**src/rtl/uart_rx.sv**
```systemverilog
// uart_rx: 8N1 serial receiver, 2-flop input sync, mid-bit sampling.
// Define UART_RX_PARITY_EN to expect an even-parity bit before stop.
module uart_rx #(
  parameter int CLKS_PER_BIT = 16,
  parameter int DATA_BITS    = 8
) (
  input  logic                 Clk,
  input  logic                 RST,
  input  logic                 Serial_In,
  output logic [DATA_BITS-1:0] Data_Out,
  output logic                 Data_Valid,
  output logic                 Frame_Err,
`ifdef UART_RX_PARITY_EN
  output logic                 Parity_Err,
`endif
  output logic                 RX_Busy
);

  localparam int CW = $clog2(CLKS_PER_BIT);
  localparam int BW = $clog2(DATA_BITS + 1);

  localparam logic [CW-1:0] BAUD_MID =
    CW'((CLKS_PER_BIT - 1) / 2);
  localparam logic [CW-1:0] BAUD_END =
    CW'(CLKS_PER_BIT - 1);
  localparam logic [BW-1:0] BIT_LAST =
    BW'(DATA_BITS - 1);

  localparam logic [2:0] IDLE   = 3'd0;
  localparam logic [2:0] START  = 3'd1;
  localparam logic [2:0] DATA   = 3'd2;
  localparam logic [2:0] STOP   = 3'd3;
  localparam logic [2:0] BREAK  = 3'd4;
`ifdef UART_RX_PARITY_EN
  localparam logic [2:0] PARITY = 3'd5;
`endif

  logic [2:0]           state;
  logic                 sync1;
  logic                 rx_s;
  logic [CW-1:0]        baud_cnt;
  logic [BW-1:0]        bit_cnt;
  logic [DATA_BITS-1:0] shreg;
  logic                 baud_end;
  logic                 baud_mid;
`ifdef UART_RX_PARITY_EN
  logic                 par_bad;
`endif

  assign baud_end = (baud_cnt == BAUD_END);
  assign baud_mid = (baud_cnt == BAUD_MID);
  assign RX_Busy  = (state != IDLE);

  // sync flops reset high so reset never looks like a start bit
  always_ff @(posedge Clk) begin
    if (RST) begin
      sync1 <= 1'b1;
      rx_s  <= 1'b1;
    end else begin
      sync1 <= Serial_In;
      rx_s  <= sync1;
    end
  end

  always_ff @(posedge Clk) begin
    if (RST) begin
      state      <= IDLE;
      baud_cnt   <= '0;
      bit_cnt    <= '0;
      shreg      <= '0;
      Data_Out   <= '0;
      Data_Valid <= 1'b0;
      Frame_Err  <= 1'b0;
`ifdef UART_RX_PARITY_EN
      Parity_Err <= 1'b0;
      par_bad    <= 1'b0;
`endif
    end else begin
      Data_Valid <= 1'b0;
      Frame_Err  <= 1'b0;
`ifdef UART_RX_PARITY_EN
      Parity_Err <= 1'b0;
`endif
      unique case (state)
        IDLE: begin
          baud_cnt <= '0;
          bit_cnt  <= '0;
          if (!rx_s)
            state <= START;
        end
        START: begin
          if (baud_mid) begin
            baud_cnt <= '0;
            bit_cnt  <= '0;
            state    <= rx_s ? IDLE : DATA;
          end else begin
            baud_cnt <= baud_cnt + CW'(1);
          end
        end
        DATA: begin
          if (baud_end) begin
            // LSB first: shift in at the top
            shreg    <= {rx_s, shreg[DATA_BITS-1:1]};
            baud_cnt <= '0;
            if (bit_cnt == BIT_LAST) begin
              bit_cnt <= '0;
`ifdef UART_RX_PARITY_EN
              state   <= PARITY;
`else
              state   <= STOP;
`endif
            end else begin
              bit_cnt <= bit_cnt + BW'(1);
            end
          end else begin
            baud_cnt <= baud_cnt + CW'(1);
          end
        end
`ifdef UART_RX_PARITY_EN
        PARITY: begin
          if (baud_end) begin
            par_bad  <= rx_s ^ (^shreg);
            baud_cnt <= '0;
            bit_cnt  <= '0;
            state    <= STOP;
          end else begin
            baud_cnt <= baud_cnt + CW'(1);
          end
        end
`endif
        STOP: begin
          if (baud_end) begin
            baud_cnt <= '0;
            bit_cnt  <= '0;
            if (rx_s) begin
              Data_Out   <= shreg;
              Data_Valid <= 1'b1;
`ifdef UART_RX_PARITY_EN
              Parity_Err <= par_bad;
`endif
              state      <= IDLE;
            end else begin
              Frame_Err <= 1'b1;
              state     <= BREAK;
            end
          end else begin
            baud_cnt <= baud_cnt + CW'(1);
          end
        end
        BREAK: begin
          baud_cnt <= '0;
          bit_cnt  <= '0;
          if (rx_s)
            state <= IDLE;
        end
        default: begin
          baud_cnt <= '0;
          bit_cnt  <= '0;
          state    <= IDLE;
        end
      endcase
    end
  end

endmodule

```
**config.mk**
```make
export PLATFORM = sky130hd
export DESIGN_NAME = uart_rx
export DESIGN_NICKNAME = d
export VERILOG_FILES = /design/src/rtl/uart_rx.sv
export SDC_FILE = /design/constraint.sdc
export NUM_CORES = 1
export LEC_CHECK = 0
export CAP_MARGIN = 0
export CORE_AREA = 2 2 51 53
export CTS_CLUSTER_DIAMETER = 40
export DETAILED_ROUTE_END_ITERATION = 8
export DIE_AREA = 0 0 53 55
export PLACE_DENSITY_LB_ADDON = 0.12
export SLEW_MARGIN = 25
export SYNTH_ARGS = -nofsm -noshare
export SYNTH_HDL_FRONTEND = slang
export SYNTH_SLANG_ARGS = --single-unit
export TNS_END_PERCENT = 20
```
**constraint.sdc**
```tcl
create_clock -name Clk -period 3 [get_ports Clk]
set_clock_uncertainty 0.1 [all_clocks]
set_input_delay 0.3 -clock Clk [delete_from_list [all_inputs] [get_ports Clk]]
set_output_delay 0.3 -clock Clk [all_outputs]
set_load 0.03 [all_outputs]
```
==> results.yml, run 1 <==
clock_tree:
  cts_inserted_buffers: 5
  post_cts_sizing: 0
  cts_tree: "done"
  clock-root-buffer: "sky130_fd_sc_hd__clkbuf_4"
  clock_sink_count: 31
  clk_pin_slew_worst_paths_ps: 90
  ctsHoldBuffers: 0
  cts_max_level: 2
  clk-insertion-delay-late_ps: 330
  number_of_buffers_on_the_longest_clock_path: 2
  post_cts_setup_buffers: 0
yosys:
  post-synth-top-area-cell: "sky130_fd_sc_hd__dfxtp_1"
  synthesis.instances: 126
  synth_compound_gate_area_share_pct: 5.38
  synthFlopType: "sky130_fd_sc_hd__dfxtp_1"
  synthXorXnorAreaFrac_pct: 1.42
  post-synth-top-area-fraction_pct: 50.3
  synth_async_sr_flop_share_pct: 0
  post_synth_fa_ha_maj_area_fraction_pct: 2.03
  yosys_warnings: 0
  synth.mux.area_fraction_pct: 13.0
  syn-cell-area_um2: 1230
  post_synth_edffs: 0
  yosysUniqueCellTypes: 32
  post_synth_and_or_nand_nor_area_fraction_pct: 24.8
  synth_top_family_by_area: "simple AND/OR/NAND/NOR gates"
  synth.avg_cell_area_um2: 9.79
  mappedNetlistNets: 131
  synth_area_leaders: "sky130_fd_sc_hd__dfxtp_1, sky130_fd_sc_hd__mux2i_1, sky130_fd_sc_hd__nor2_1"
  yosys_register_bits: 31
  ys_seq_area_share_pct: 50.3
grt:
  number_of_global_route_vias_before_repair: 780
  initial_antenna_violation_count: 0
  grt_util_all_layers_pct: 17.2
  grt_first_pass_wirelength_mm: 3.42
  pin_count_of_the_biggest_net_entering_global_routing: 19
  gr-total-overflow: 0
floorplan:
  overall_die_width_um: 53
  placementRows: 18
  die_area_um2: 2920
  die_height_um: 55
  core_box_area_um2: 2360
  floorplan.initialDensity_pct: 52.2
  design.portCount: 14
detailed_routing:
  drt_pass1_iterations: 4
  first_iter_violations: 18
  totalWireLength_mm: 2.15
  routed_via_density: 5.32
  dr.max_layer_used: "met4"
  ant_nets: 0
  wire_per_inst_um: 12.6
  m1WireLength_mm: 1.05
  met3_wirelength_um: 94
  route.vias.total: 910
  post-route-drc-count: 0
  met2RoutedLength_um: 969
place:
  placement.cell_area_um2: 1370
  place.port_buffers: 13
  place.gp.congestion: 0.717
  detailed_place_hpwl_mm: 1.49
  placement.setup.worst_slack_ps: 1060
worst_setup_path:
  timing.critical_path.to_type: "output pin"
  crit_path_start_kind: "register"
  worst_ep_arrival_time_ps: 1720
  critPathRequiredTime_ps: 2600
  path_class: "register to output pin"
  crit_path_max_fanout: 10
layout:
  flow.area_growth_from_synthesis_pct: 15.2
  design.final.nets: 145
  share_of_post_route_cells_with_drive_strength_above_1_pct: 7.80
  diodes: 0
  final_cell_area_um2: 1420
status:
  result_of_the_run: "finished clean"
pwr:
  total_power_uw: 658
  power_density_over_cell_area_nw_per_um2: 463
  power.static_leakage_nw: 0.552
  max-vdd-ir-drop_mv: 0.352
sta:
  final_min_period_over_clock_period_pct: 70.5
  maxSlewViolCount: 0
  timing.final.setup_violations: 0
  unrepaired_setup_endpoints_after_global_routing: "false"
  layout_setup_ws_ps: 884
  setup_tns_ps: 0
  clock.fmax_ghz: 0.472
  layout_min_cycle_time_ps: 2120
  final_hold_viol_count: 0
  relSlewSlack_pct: 57.9
  worst_pin_slew_ps: 630
worst_hold_path:
  worst_hold_path_type: "register to register"
job:
  number_of_max_cap_violations: 0
-- worst max-delay path: stages (launching register included) --
cell and delay [ps]:
sky130_fd_sc_hd__dfxtp_1 420, sky130_fd_sc_hd__or3_1 370, sky130_fd_sc_hd__clkdlybuf4s50_1 600
-- per-stage QoR --
step           hold WS [ps]  std cells  util, %
2_1_floorplan           283        126        -
3_3_place_gp            302        163     58.0
3_5_place_dp            308        163     58.0
4_1_cts                 322        171     60.1
5_1_grt                 341        171     60.1
6_report                319        171     60.1
-- Yosys cell counts (2+ instances only) --
| library cell | count |
|---|---|
| sky130_fd_sc_hd__nand2_1 | 7 |
| sky130_fd_sc_hd__nor3_1 | 3 |
| sky130_fd_sc_hd__nor2_1 | 23 |
| sky130_fd_sc_hd__nand3b_1 | 3 |
| sky130_fd_sc_hd__nor2b_1 | 2 |
| sky130_fd_sc_hd__or4b_1 | 2 |
| sky130_fd_sc_hd__mux2i_1 | 16 |
| sky130_fd_sc_hd__ha_1 | 2 |
| sky130_fd_sc_hd__or3_1 | 2 |
| sky130_fd_sc_hd__o21ai_1 | 2 |
| sky130_fd_sc_hd__nand3_1 | 3 |
| sky130_fd_sc_hd__dfxtp_1 | 31 |
| sky130_fd_sc_hd__buf_2 | 3 |
| sky130_fd_sc_hd__a21oi_1 | 5 |
| sky130_fd_sc_hd__and2_1 | 2 |
| sky130_fd_sc_hd__clkbuf_1 | 3 |
| sky130_fd_sc_hd__or2_1 | 2 |
-- routing by layer --
layer	GRT usage [%]	up-vias
met5	0	-
met4	8.12	0
met3	9.41	5
met2	24.6	14
met1	21.0	427
li1	-	464
-- cells in the final DEF, fill, tap and decap left out, types with 3 or more instances in the layout --
master / count
sky130_fd_sc_hd__mux2i_1: 16
sky130_fd_sc_hd__dfxtp_1: 31
sky130_fd_sc_hd__nor3_1: 3
sky130_fd_sc_hd__nor2_1: 23
sky130_fd_sc_hd__clkbuf_4: 5
sky130_fd_sc_hd__clkdlybuf4s50_1: 13
sky130_fd_sc_hd__a21oi_1: 5
sky130_fd_sc_hd__nand2_1: 7
sky130_fd_sc_hd__nand3b_1: 3
sky130_fd_sc_hd__nand3_1: 3
-- state kept, by name (all words and copies together), names as in the netlist --
register,count
Data_Out,8
rx_s,1
bit_cnt,4
state,3
baud_cnt,4
Data_Valid,1
Frame_Err,1
sync1,1
shreg,8
-- power by group --
group          internal [mW]  leakage [nW]  switching (mW)  total (mW)
logic                0.00757         0.272          0.0107      0.0183
registers              0.413         0.250         0.00259       0.416
clock network         0.0911        0.0293           0.133       0.224
total                  0.512         0.552           0.146       0.658
-- logic make-up after synthesis --
family | count (synthesis)
buf+inv | 7
compound gates | 11
mux | 16
simple gates | 57
flops | 31
xor+xnor | 2
fa+ha+maj | 2
-- layout make-up --
cell class                      instances  area [um^2]
Timing Repair Buffer                   14          138
Clock buffer                            7         45.0
Clock inverter                          1         5.00
Tap cell                               30         37.5
Fill cell                             212          943
Multi-Input combinational cell         88          576
Sequential cell                        31          621
-- path summary, 6_finish.rpt --
kind	startpoint	end	slack, ps	depth (start not counted)
min	sync1	rx_s	320	1
min reg2reg	sync1	rx_s	320	1
max reg2reg	baud_cnt[0]	bit_cnt[3]	1060	5
max	state[2]	RX_Busy	880	2
Note: power is estimated with default switching activity, not from simulation.
==> run 2: changes to the inputs <==
CORE_AREA = 2 2 54 56   (was 2 2 51 53)
DIE_AREA = 0 0 56 58   (was 0 0 53 55)
clock period = 1.73 ns   (was 3 ns; I/O delays follow)
==> run 2 against run 1 <==
  * Count of clock-buffer cells in the layout decreased by 1
  * First-iteration DRC count shrank 28%
  * Cell count is 8.2% higher
  * Global-route usage decreased by 1.8 points
  * Wire length is 13% higher
  * Cell area up 15%
  * Total power increased by 96%
  * Register-to-register slack worse by 1000 ps
  * Sequential share of layout area is 5.2 points lower
  * Die area increased by 11%
  * Worst hold slack worse by 4.8 ps
  * Non-clock buffer count increased by 14
==> results.yml, run 2 (synthesis gave the netlist of run 1 again) <==
status:
  result_of_the_run: "finished clean"
grt:
  number_of_global_route_vias_before_repair: 862
  pin_count_of_the_biggest_net_entering_global_routing: 16
  gr-total-overflow: 0
  initial_antenna_violation_count: 0
  grt_first_pass_wirelength_mm: 3.81
  grt_util_all_layers_pct: 15.3
layout:
  design.final.nets: 159
  final_cell_area_um2: 1630
  diodes: 0
  flow.area_growth_from_synthesis_pct: 31.9
  final.fill_count: 241
  biggestRegsByFlops: "Data_Out (8), shreg (8)"
  multiInputGateArea_um2: 602
  mostFrequentLayoutCell: "sky130_fd_sc_hd__dfxtp_1"
  regArea_um2: 627
  share_of_post_route_cells_with_drive_strength_above_1_pct: 22.7
  final_util_pct: 61.1
  most-common-layout-cells: "sky130_fd_sc_hd__dfxtp_1, sky130_fd_sc_hd__nor2_1, sky130_fd_sc_hd__mux2i_1"
worst_setup_path:
  timing.critical_path.to_type: "register"
  crit_path_start_kind: "register"
  r2r_setup_slk_ps: 30
  critPathRequiredTime_ps: 1900
  ff_to_ff_path_depth: 5
  crit_path_max_fanout: 4
  worst_ep_arrival_time_ps: 1870
  path_class: "register to register"
detailed_routing:
  post-route-drc-count: 0
  wire_per_inst_um: 13.1
  totalWireLength_mm: 2.42
  drt_pass1_iterations: 4
  routed_via_density: 5.15
  route.vias.total: 953
  ant_nets: 0
  first_iter_violations: 13
worst_hold_path:
  worst_hold_path_type: "register to register"
  hold-path-cell-count: 1
floorplan:
  design.portCount: 14
  placementRows: 19
  core_box_area_um2: 2660
  die_height_um: 58
  die_area_um2: 3250
  overall_die_width_um: 56
  floorplan.initialDensity_pct: 46.3
sta:
  maxSlewViolCount: 0
  layout_setup_ws_ps: 33.2
  relSlewSlack_pct: 79.0
  clock.fmax_ghz: 0.589
  unrepaired_setup_endpoints_after_global_routing: "true"
  setup_tns_ps: 0
  timing.final.setup_violations: 0
  worst_pin_slew_ps: 314
  layout_min_cycle_time_ps: 1700
  final_min_period_over_clock_period_pct: 98.1
  final_hold_viol_count: 0
pwr:
  max-vdd-ir-drop_mv: 0.748
  total_power_mw: 1.29
  power.static_leakage_nw: 0.656
  power_density_over_cell_area_nw_per_um2: 793
clock_tree:
  cts_tree: "done"
  ctsHoldBuffers: 0
  cts_inserted_buffers: 5
  clock-root-buffer: "sky130_fd_sc_hd__clkbuf_4"
  number_of_buffers_on_the_longest_clock_path: 2
  clk-insertion-delay-late_ps: 320
  cts_max_level: 2
  clock_sink_count: 31
  clk_pin_slew_worst_paths_ps: 90
place:
  place.gp.congestion: 0.714
  detailed_place_hpwl_mm: 1.53
  place.port_buffers: 13
  placement.cell_area_um2: 1470
  placement.setup.worst_slack_ps: 3.75
job:
  number_of_max_cap_violations: 0
==> run 2: area by class of cell <==
class,instances,share of cell area [%]
well taps,31,2.38
clock inverters,1,1.84
multi-input cells,88,37.0
clock buffers,6,2.54
repair buffers,28,17.8
flip-flops and latches,31,38.5
==> run 2: power by group <==
| group | leakage, nW | switching [mW] | internal (mW) |
|---|---|---|---|
| clock network | 0.0383 | 0.234 | 0.298 |
| logic | 0.365 | 0.0213 | 0.0175 |
| registers | 0.253 | 0.00471 | 0.716 |
==> run 2: final timing paths <==
| path | start | to |
|---|---|---|
| min reg2reg | sync1 | rx_s |
| max reg2reg | baud_cnt[0] | bit_cnt[2] |
| min | sync1 | rx_s |
| max | baud_cnt[0] | bit_cnt[2] |
==> run 2: stage by stage <==
stage               hold slack [ps]  instances
floorplan                       170        126
global placement                299        175
detailed placement              298        175
CTS                             301        183
global route                    327        185
finish                          314        185
==> run 2: worst max-delay path, stage by stage, from the launching register on <==
cell and delay (ps):
sky130_fd_sc_hd__dfxtp_2 360, sky130_fd_sc_hd__ha_4 150, sky130_fd_sc_hd__nand3b_1 80, sky130_fd_sc_hd__a32o_2 310, sky130_fd_sc_hd__or4b_4 520, sky130_fd_sc_hd__a21oi_2 120
==> run 2: metal layers <==
layer	vias up	GRT usage (%)	share of wire [%]
li1	490	-	-
met1	443	18.7	47
met2	15	24.9	47
met3	5	6.25	4.3
met4	0	5.10	1.4
met5	-	0	0
==> run 2: what timing repair did <==
action | CTS | global route
resized for setup | 6 | 8
pin swaps | 1 | 9
gates cloned | 0 | 1
endpoints found under the setup margin | 3 | 19
buffers inserted | 1 | 2
==> run 3: changes to the inputs <==
ABC_CLOCK_PERIOD_IN_PS = 1730   (was unset)
PLACE_DENSITY_LB_ADDON = 0.2   (was 0.12)
==> run 3 against run 2 <==
  * Utilization fell by 2.2 points
  * Sequential cell count unchanged
  * Combinational power up 3%
  * Cell count down 1.1%
  * Clock power down 5.8%
  * Maximum frequency increased by 0.48%
  * Register-to-register slack about the same
  * Worst hold slack worse by 30 ps
==> results.yml, run 3 (synthesis gave the netlist of run 1 again) <==
detailed_routing:
  post-route-drc-count: 0
  wire_per_inst_um: 13.0
  drt_pass1_iterations: 4
  first_iter_violations: 24
  ant_nets: 0
  route.vias.total: 934
  totalWireLength_mm: 2.38
  routed_via_density: 5.10
worst_setup_path:
  ff_to_ff_path_depth: 6
  timing.critical_path.to_type: "register"
  cp-endpoint: "bit_cnt[0]"
  startpoint_of_the_most_critical_register_to_register_path: "baud_cnt[1]"
  crit_path_max_fanout: 5
  critPathRequiredTime_ps: 1910
  r2r_setup_slk_ps: 40
  crit_path_start_kind: "register"
  regToRegEndpoint: "bit_cnt[0]"
  worst_ep_arrival_time_ps: 1870
  worstSetupStartpoint: "baud_cnt[1]"
  path_class: "register to register"
sta:
  relSlewSlack_pct: 78.9
  worst_pin_slew_ps: 316
  maxSlewViolCount: 0
  final_min_period_over_clock_period_pct: 97.6
  timing.final.setup_violations: 0
  final.hold.worst_slack_ps: 284
  layout_setup_ws_ps: 41.3
  layout_min_cycle_time_ps: 1690
  clock.fmax_ghz: 0.592
  final_hold_viol_count: 0
  unrepaired_setup_endpoints_after_global_routing: "false"
job:
  number_of_max_cap_violations: 0
floorplan:
  design.portCount: 14
  die_area_um2: 3250
  die_height_um: 58
  floorplan.initialDensity_pct: 46.3
  overall_die_width_um: 56
  core_box_area_um2: 2660
  placementRows: 19
pwr:
  power.static_leakage_nw: 0.630
  power_density_over_cell_area_nw_per_um2: 803
  clock_power_share_pct: 39.7
  seq_power_share_pct: 57.1
  max-vdd-ir-drop_mv: 0.672
  share_comb_of_total_power_pct: 3.2
  power_report.internal_total_uw: 972
  swShare_pct: 22.9
  total_power_mw: 1.26
  power.switching_uw: 289
grt:
  grt_first_pass_wirelength_mm: 4.15
  grt_util_all_layers_pct: 17.0
  gr-total-overflow: 0
  number_of_global_route_vias_before_repair: 1002
  initial_antenna_violation_count: 0
  pin_count_of_the_biggest_net_entering_global_routing: 16
clock_tree:
  post_cts_setup_buffers: 0
  cts_tree: "done"
  number_of_buffers_on_the_longest_clock_path: 2
  ctsHoldBuffers: 0
  cts_inserted_buffers: 5
  cts_max_level: 2
  clock-root-buffer: "sky130_fd_sc_hd__clkbuf_4"
  clk_pin_slew_worst_paths_ps: 100
  clock_sink_count: 31
  clk-insertion-delay-late_ps: 340
layout:
  fin_cells: 183
  share_of_post_route_cells_with_drive_strength_above_1_pct: 21.7
  design.final.nets: 156
  biggestRegsByFlops: "Data_Out (8), shreg (8)"
  flow.area_growth_from_synthesis_pct: 27.3
  most-common-layout-cells: "sky130_fd_sc_hd__dfxtp_1, sky130_fd_sc_hd__nor2_1, sky130_fd_sc_hd__mux2i_1"
  mostFrequentLayoutCell: "sky130_fd_sc_hd__dfxtp_1"
  diodes: 0
  final_util_pct: 59.0
worst_hold_path:
  worst_hold_path_type: "input pin to register"
  hp-start: "Serial_In"
place:
  place.gp.congestion: 0.723
  place.port_buffers: 13
  detailed_place_hpwl_mm: 1.60
  place.detailed.instances: 175
  placement.setup.worst_slack_ps: -25.0
status:
  result_of_the_run: "finished clean"
[run 3: worst min-delay path by stage]
stage | to | slack, ps | depth (start not counted)
after floorplan | sync1 | 170 | 1
after global placement | rx_s | 290 | 1
after detailed placement | rx_s | 290 | 1
after CTS | sync1 | 280 | 2
after global routing | sync1 | 290 | 2
final | sync1 | 280 | 2
[run 3: power groups by stage]
stage	Sequential [mW]	Combinational [mW]	Clock [mW]
floorplan	0.735	0.0238	0
global placement	0.736	0.0386	0
detailed placement	0.736	0.0394	0
CTS	0.720	0.0393	0.505
global route	0.720	0.0438	0.534
finish	0.720	0.0400	0.501
[run 3: critical path: stages, from the launching register on]
cell	delay (ps)
sky130_fd_sc_hd__dfxtp_2	370
sky130_fd_sc_hd__ha_4	150
sky130_fd_sc_hd__nand3b_1	70
sky130_fd_sc_hd__a32o_2	310
sky130_fd_sc_hd__buf_4	160
sky130_fd_sc_hd__or3_1	350
sky130_fd_sc_hd__a21oi_2	130
[run 3: repair_timing]
item                       CTS  global route
pin swaps                    2             5
gates resized for setup      7             5
setup endpoints to repair    4             7
[run 3: stage by stage]
step	setup TNS, ps	area, um^2
after floorplan	0	1230
after global placement	0	1470
after detailed placement	-28.5	1470
after CTS	0	1560
after global routing	0	1570
final	0	1570
[run 3: cell type report]
class                   count  area (um^2)
clock inverters             1         7.51
multi-input cells          88          601
well taps                  31         38.8
fillers                   249         1090
flip-flops and latches     31          626
repair buffers             25          233
clock buffers               7         65.1
[run 3: per-layer routing]
| layer | global-route usage (%) | vias to the layer above | part of all wire [%] |
|---|---|---|---|
| li1 | - | 481 | - |
| met1 | 18.1 | 435 | 45 |
| met2 | 28.6 | 12 | 49 |
| met3 | 6.70 | 6 | 4.2 |
| met4 | 9.86 | 0 | 2.1 |
| met5 | 0 | - | 0 |
